<file path="src/rtl/fp_pkg.sv">
// fp_pkg: constants, encodings and stage bundles shared by the FP converters.
// Integer-format codes double as the FP-to-integer converter's output select.
package fp_pkg;

    localparam int BIAS_D = 1023;
    localparam int BIAS_S = 127;
    localparam int MANT_D = 52;
    localparam int MANT_S = 23;

    localparam logic [31:0] NAN_BOX = 32'hFFFF_FFFF;

    typedef enum logic [2:0] {
        RM_RNE = 3'b000,
        RM_RTZ = 3'b001,
        RM_RDN = 3'b010,
        RM_RUP = 3'b011,
        RM_RMM = 3'b100
    } rm_e;

    typedef enum logic [1:0] {
        IFMT_W  = 2'b00,
        IFMT_WU = 2'b01,
        IFMT_L  = 2'b10,
        IFMT_LU = 2'b11
    } int_fmt_e;

    typedef struct packed {
        logic        sign;
        logic        zero;
        logic        fmt;
        logic [2:0]  rm;
        logic [63:0] mag;
    } cvt_s1_t;

    // norm drops the always-set leading one left after normalization
    typedef struct packed {
        logic        sign;
        logic        zero;
        logic        fmt;
        logic [2:0]  rm;
        logic [5:0]  exp;
        logic [62:0] norm;
    } cvt_s2_t;

    // Reserved rounding modes fall through to round-to-nearest-even
    function automatic logic round_up(
        input logic [2:0] rm,
        input logic       sign,
        input logic       lsb,
        input logic       guard,
        input logic       sticky
    );
        logic nx;
        nx = guard | sticky;
        case (rm)
            RM_RTZ:  round_up = 1'b0;
            RM_RDN:  round_up = sign & nx;
            RM_RUP:  round_up = ~sign & nx;
            RM_RMM:  round_up = guard;
            default: round_up = guard & (sticky | lsb);
        endcase
    endfunction

endpackage

</file>
<file path="src/rtl/lzc64.sv">
// lzc64: combinational leading-zero counter for a 64-bit word.
// An all-zero word reports 64.
module lzc64 (
    input  logic [63:0] data,
    output logic [6:0]  count
);

    always_comb begin
        count = 7'd64;
        for (int i = 0; i < 64; i++) begin
            if (data[i]) begin
                count = 7'(63 - i);
            end
        end
    end

endmodule

</file>
<file path="src/rtl/int_fp_convert_pipe.sv">
// int_fp_convert_pipe: 3-stage integer to IEEE-754 single/double converter.
// S1 captures the magnitude, S2 normalizes, S3 rounds and packs.
module int_fp_convert_pipe
    import fp_pkg::*;
#(
    parameter int DATA_WIDTH = 64
) (
    input  logic                  in_clk,
    input  logic                  in_rst_n,
    input  logic                  in_valid,
    output logic                  out_ready,
    input  logic [DATA_WIDTH-1:0] in_data,
    input  logic [1:0]            in_int_fmt,
    input  logic                  in_fmt,
    input  logic [2:0]            in_rm,
    output logic                  out_valid,
    input  logic                  in_ready,
    output logic [DATA_WIDTH-1:0] out_data,
    output logic                  out_flg_NX
);

    logic    s1_valid;
    logic    s2_valid;
    cvt_s1_t s1_d;
    cvt_s1_t s1_q;
    cvt_s2_t s2_d;
    cvt_s2_t s2_q;

    logic s3_ready;
    logic s2_ready;
    logic accept;

    assign s3_ready  = ~out_valid | in_ready;
    assign s2_ready  = ~s2_valid | s3_ready;
    assign out_ready = ~s1_valid | s2_ready;
    assign accept    = in_valid & out_ready;

    logic [63:0] op;
    logic        neg;

    always_comb begin
        op  = in_data;
        neg = 1'b0;
        unique case (in_int_fmt)
            IFMT_W: begin
                op  = {{32{in_data[31]}}, in_data[31:0]};
                neg = in_data[31];
            end
            IFMT_WU: op  = {32'd0, in_data[31:0]};
            IFMT_L:  neg = in_data[63];
            IFMT_LU: ;
        endcase
        s1_d.sign = neg;
        s1_d.mag  = neg ? (64'd0 - op) : op;
        s1_d.zero = (op == 64'd0);
        s1_d.fmt  = in_fmt;
        s1_d.rm   = in_rm;
    end

    always_ff @(posedge in_clk) begin
        if (!in_rst_n) begin
            s1_valid <= 1'b0;
            s1_q     <= '0;
        end else if (out_ready) begin
            s1_valid <= in_valid;
            if (accept) begin
                s1_q <= s1_d;
            end
        end
    end

    logic [6:0] lz;

    lzc64 u_lzc (
        .data  (s1_q.mag),
        .count (lz)
    );

    always_comb begin
        s2_d.sign = s1_q.sign;
        s2_d.zero = s1_q.zero;
        s2_d.fmt  = s1_q.fmt;
        s2_d.rm   = s1_q.rm;
        s2_d.exp  = 6'(7'd63 - lz);
        s2_d.norm = 63'(s1_q.mag << lz);
    end

    always_ff @(posedge in_clk) begin
        if (!in_rst_n) begin
            s2_valid <= 1'b0;
            s2_q     <= '0;
        end else if (s2_ready) begin
            s2_valid <= s1_valid;
            if (s1_valid) begin
                s2_q <= s2_d;
            end
        end
    end

    logic        guard;
    logic        sticky;
    logic        lsb;
    logic        inc;
    logic [52:0] frac_d;
    logic [23:0] frac_s;
    logic [10:0] exp_d;
    logic [7:0]  exp_s;
    logic [63:0] res;
    logic        nx;

    // A carry out of the fraction adder means 1.11..1 rounded to 10.00..0
    always_comb begin
        if (s2_q.fmt) begin
            lsb    = s2_q.norm[11];
            guard  = s2_q.norm[10];
            sticky = |s2_q.norm[9:0];
        end else begin
            lsb    = s2_q.norm[40];
            guard  = s2_q.norm[39];
            sticky = |s2_q.norm[38:0];
        end
        inc    = round_up(s2_q.rm, s2_q.sign, lsb, guard, sticky);
        frac_d = {1'b0, s2_q.norm[62:11]} + 53'(inc);
        frac_s = {1'b0, s2_q.norm[62:40]} + 24'(inc);
        exp_d  = 11'(s2_q.exp) + 11'(BIAS_D) + 11'(frac_d[MANT_D]);
        exp_s  = 8'(s2_q.exp) + 8'(BIAS_S) + 8'(frac_s[MANT_S]);
        nx     = guard | sticky;
        if (s2_q.zero) begin
            res = s2_q.fmt ? 64'd0 : {NAN_BOX, 32'd0};
            nx  = 1'b0;
        end else if (s2_q.fmt) begin
            res = {s2_q.sign, exp_d, frac_d[MANT_D-1:0]};
        end else begin
            res = {NAN_BOX, s2_q.sign, exp_s, frac_s[MANT_S-1:0]};
        end
    end

    always_ff @(posedge in_clk) begin
        if (!in_rst_n) begin
            out_valid  <= 1'b0;
            out_data   <= '0;
            out_flg_NX <= 1'b0;
        end else if (s3_ready) begin
            out_valid <= s2_valid;
            if (s2_valid) begin
                out_data   <= res;
                out_flg_NX <= nx;
            end
        end
    end

endmodule

</file>
<file path="config.mk">
export PLATFORM = sky130hd
export DESIGN_NAME = int_fp_convert_pipe
export DESIGN_NICKNAME = d
export VERILOG_FILES = /design/src/rtl/fp_pkg.sv /design/src/rtl/lzc64.sv /design/src/rtl/int_fp_convert_pipe.sv
export SDC_FILE = /design/constraint.sdc
export NUM_CORES = 1
export LEC_CHECK = 0
export ABC_AREA = 1
export BUFFER_PORTS_ARGS = -buffer_cell sky130_fd_sc_hd__buf_2
export CAP_MARGIN = 20
export CORE_MARGIN = 4
export CORE_UTILIZATION = 40
export CTS_CLUSTER_SIZE = 10
export DETAILED_ROUTE_END_ITERATION = 10
export PLACE_DENSITY = 0.66
export SLEW_MARGIN = 0
export SYNTH_ARGS = -nofsm -noshare
export SYNTH_HDL_FRONTEND = slang
export SYNTH_SLANG_ARGS = --single-unit
</file>
<file path="constraint.sdc">
create_clock -name in_clk -period 14.15 [get_ports in_clk]
set_clock_uncertainty 0.05 [all_clocks]
set_input_delay 2.83 -clock in_clk [delete_from_list [all_inputs] [get_ports in_clk]]
set_output_delay 2.83 -clock in_clk [all_outputs]
set_load 0.01 [all_outputs]
</file>
==> metrics.md <==
| Metric | Value |
|---|---|
| Fin nets | `roughly 2900` |
| Worst rel slew slack | `around a third` |
| Drt pass-1 iters | `8` |
| CP max stage delay | `around 0.45 ns` |
| DR iter-0 viols | `roughly 2000` |
| Critical path class | `input port to register` |
| Area Overhead vs Synth | `10.2%` |
| PwrDens | `around 120 mW/mm^2` |
| Crit. Startpoint | `in_data[0]` |
| Antenna violations before repair | `0` |
| Total track usage | `around a quarter` |
| Max-cap violations | `0` |
| Grt total ovfl | `0` |
| Clk buf depth | `3` |
| Worst-Margin Slew | `about 1.0 ns` |
| Outcome | `finished, final reports clean` |
| Final-report hold violation count | `0` |
| Synth async-reset ratio | `0%` |
| Setup TNS | `0 ns` |
| Layout cells sized above 1 | `7.74%` |
| RSZ-0062 raised after global routing | `no` |
| Final period util | `about half` |
| Top cell type's share of synthesized area | `approximately a quarter` |
| Critical path peak fanout | `5` |
| Clk sink count | `around 210` |
| # port buffers | `between 100 and 150` |
| Yosys reg bits | `approximately 210` |
| Commonest register cell after synthesis | `dfxtp_1` |
| Leakage | `8.06 nW` |
| Post-synthesis sequential area ratio | `26.4%` |
| Worst R2R Start | `s2_q[72]` |
| Top Layer Used | `met4` |
| WL/cell | `between 15 and 20 um` |
| Fmax | `140 MHz` |
| Peak VDD IR | `about 60 uV` |
| Required @ worst endpoint | `14.55 ns` |
| Reg clk slew, reported paths | `approximately 0.060 ns` |
| CTS Root Cell | `clkbuf_16` |
| Largest net degree at the start of global routing | `91` |
| First-pass GRT wire length | `~95 mm` |
| Starting Density | `between 40% and 50%` |
| CP startpoint kind | `input port` |
| # rows | `73` |
| Min Tclk post-route | `7.15 ns` |
| Post-CTS Setup Bufs | `0` |
| Synth Instances | `between 2000 and 3000` |
| Vias per cell | `between 5 and 6` |
| Post-Place Setup Slack | `roughly 6.4 ns` |
| Core ar. | `between 0.03 and 0.04 mm^2` |
| DR vias | `about 19000` |
| Metal-1 WL | `about 27 mm` |
| Die Y | `209 um` |
| Post-DRT Antenna Nets | `0` |
| Clk Latency, worst-skew pair | `approximately 0.56 ns` |
| H-Tree Depth | `1` |
| Slowest CP cell | `nor3_1` |
| Cell Area, Synth | `around 0.016 mm^2` |
| TritonCTS clock tree | `built` |
| Final WS setup | `7.00 ns` |
| Post-DP HPWL | `approximately 46 mm` |
| Syn nets | `around 2900` |
| Final GP Congestion | `between 0.9 and 1` |
| Yosys top cell by area | `dfxtp_1` |
| Cell repeated most along the worst path | `nor3_1` |
| Io pins | `between 100 and 150` |
| Drt drc | `0` |
| Post_cts resized | `0` |
| Vias in the first global route | `approximately 17000` |
| CP arrival | `about 7.6 ns` |
| Hold bufs inserted after CTS | `0` |
| Die W | `around 210 um` |
| Unique masters post-synth | `47` |
| Total routed wirelength | `slightly above 60 mm` |
| Setup violators final | `0` |
| Crit end category | `register` |
| Post-synth top cells | `771 x nand2_1, 534 x nand3_1, 269 x inv_1` |
| Final slew viol count | `0` |
| Count leader, synth | `nand2_1` |
| Cts bufs inserted | `26` |
| Dominant cells by area after synthesis | `dfxtp_1 26%, nand2_1 18%, nand3_1 17%, inv_1 6.3%, a21oi_1 6.1%` |
| Met2 WL post-DR | `27.0 mm` |
| Die ar. | `between 0.04 and 0.05 mm^2` |
| Routed met3 length | `approximately 4.4 mm` |
| Ys Warns | `0` |
| Avg Inst Size Synth | `~5.8 um^2` |
| Post-synth EDFFs | `0` |
| Number of diodes | `0` |
| Hold path start | `out_flg_NX` |
| Worst Hold Class | `register to register` |
final cells by class:
class                   count  area, um^2
inverters                 279        1050
multi-input cells        2127       10200
fillers                  4341       22000
well taps                 525         657
flip-flops and latches    213        4260
clock buffers              33         677
clock inverters             3        55.1
repair buffers            163         886
routing by layer:
layer  up-vias  GRT usage [%]
li1       9308              -
met1      8673           37.6
met2       816           43.0
met3       108           3.00
met4         0           7.00
met5         -              0
through the flow:
| stage | cell area [um^2] | utilization (%) | std cells | power [mW] | hold slack (ns) |
|---|---|---|---|---|---|
| 2_1_floorplan | 16100 | - | 2780 | 1.28 | 0.374 |
| 3_3_place_gp | 17000 | 42.7 | 3306 | 1.52 | 0.402 |
| 3_5_place_dp | 17000 | 42.7 | 3306 | 1.53 | 0.403 |
| 4_1_cts | 17800 | 44.6 | 3342 | 2.13 | 0.412 |
| 5_1_grt | 17800 | 44.6 | 3343 | 2.28 | 0.428 |
| 6_report | 17800 | 44.6 | 3343 | 2.14 | 0.409 |
path summary, 6_finish.rpt:
path / to / slack [ns] / cells after the start
min: out_flg_NX / 0.41 / 2
max: s1_q[57] / 7.00 / 27
min reg2reg: out_flg_NX / 0.41 / 2
max reg2reg: out_data[60] / 7.30 / 37
where the power goes:
group	internal (mW)	switching, mW
sequential	0.648	0.0610
clock	0.349	0.254
combinational	0.248	0.580
logic make-up after synthesis:
group / Yosys count / share of synthesized area (%)
simple gates: 1609 / 43.1
compound gates: 439 / 15.4
fa+ha+maj: 9 / 0.698
buf+inv: 440 / 10.6
flops: 213 / 26.4
xor+xnor: 70 / 3.80
layout by cell type (no fill, tap or decap), types with 26 or more instances in the layout:
| cell type | netlist | final |
|---|---|---|
| nand2_1 | 771 | 765 |
| nand3_1 | 534 | 533 |
| inv_1 | 269 | 268 |
| dfxtp_1 | 213 | 213 |
| a21oi_1 | 197 | 197 |
| nor2_1 | 188 | 185 |
| buf_2 | 18 | 140 |
| o21ai_0 | 125 | 125 |
| nor3_1 | 56 | 55 |
| xor2_1 | 47 | 47 |
| a31oi_1 | 39 | 39 |
| nand4_1 | 28 | 28 |
| clkbuf_16 | 0 | 26 |
registers in the layout, summed over array words and instances, names as in the netlist:
register    flops
s2_q           75
s1_q           70
out_data       64
out_flg_NX      1
out_valid       1
s1_valid        1
s2_valid        1
critical path: cells and delay by family:
| family | cells | cell delay (ns) |
|---|---|---|
| buffers and inverters | 7 | 0.56 |
| AO/OA/AOI/OAI | 2 | 0.51 |
| AND/OR/NAND/NOR | 18 | 3.67 |
(Power assumes the default switching activity.)
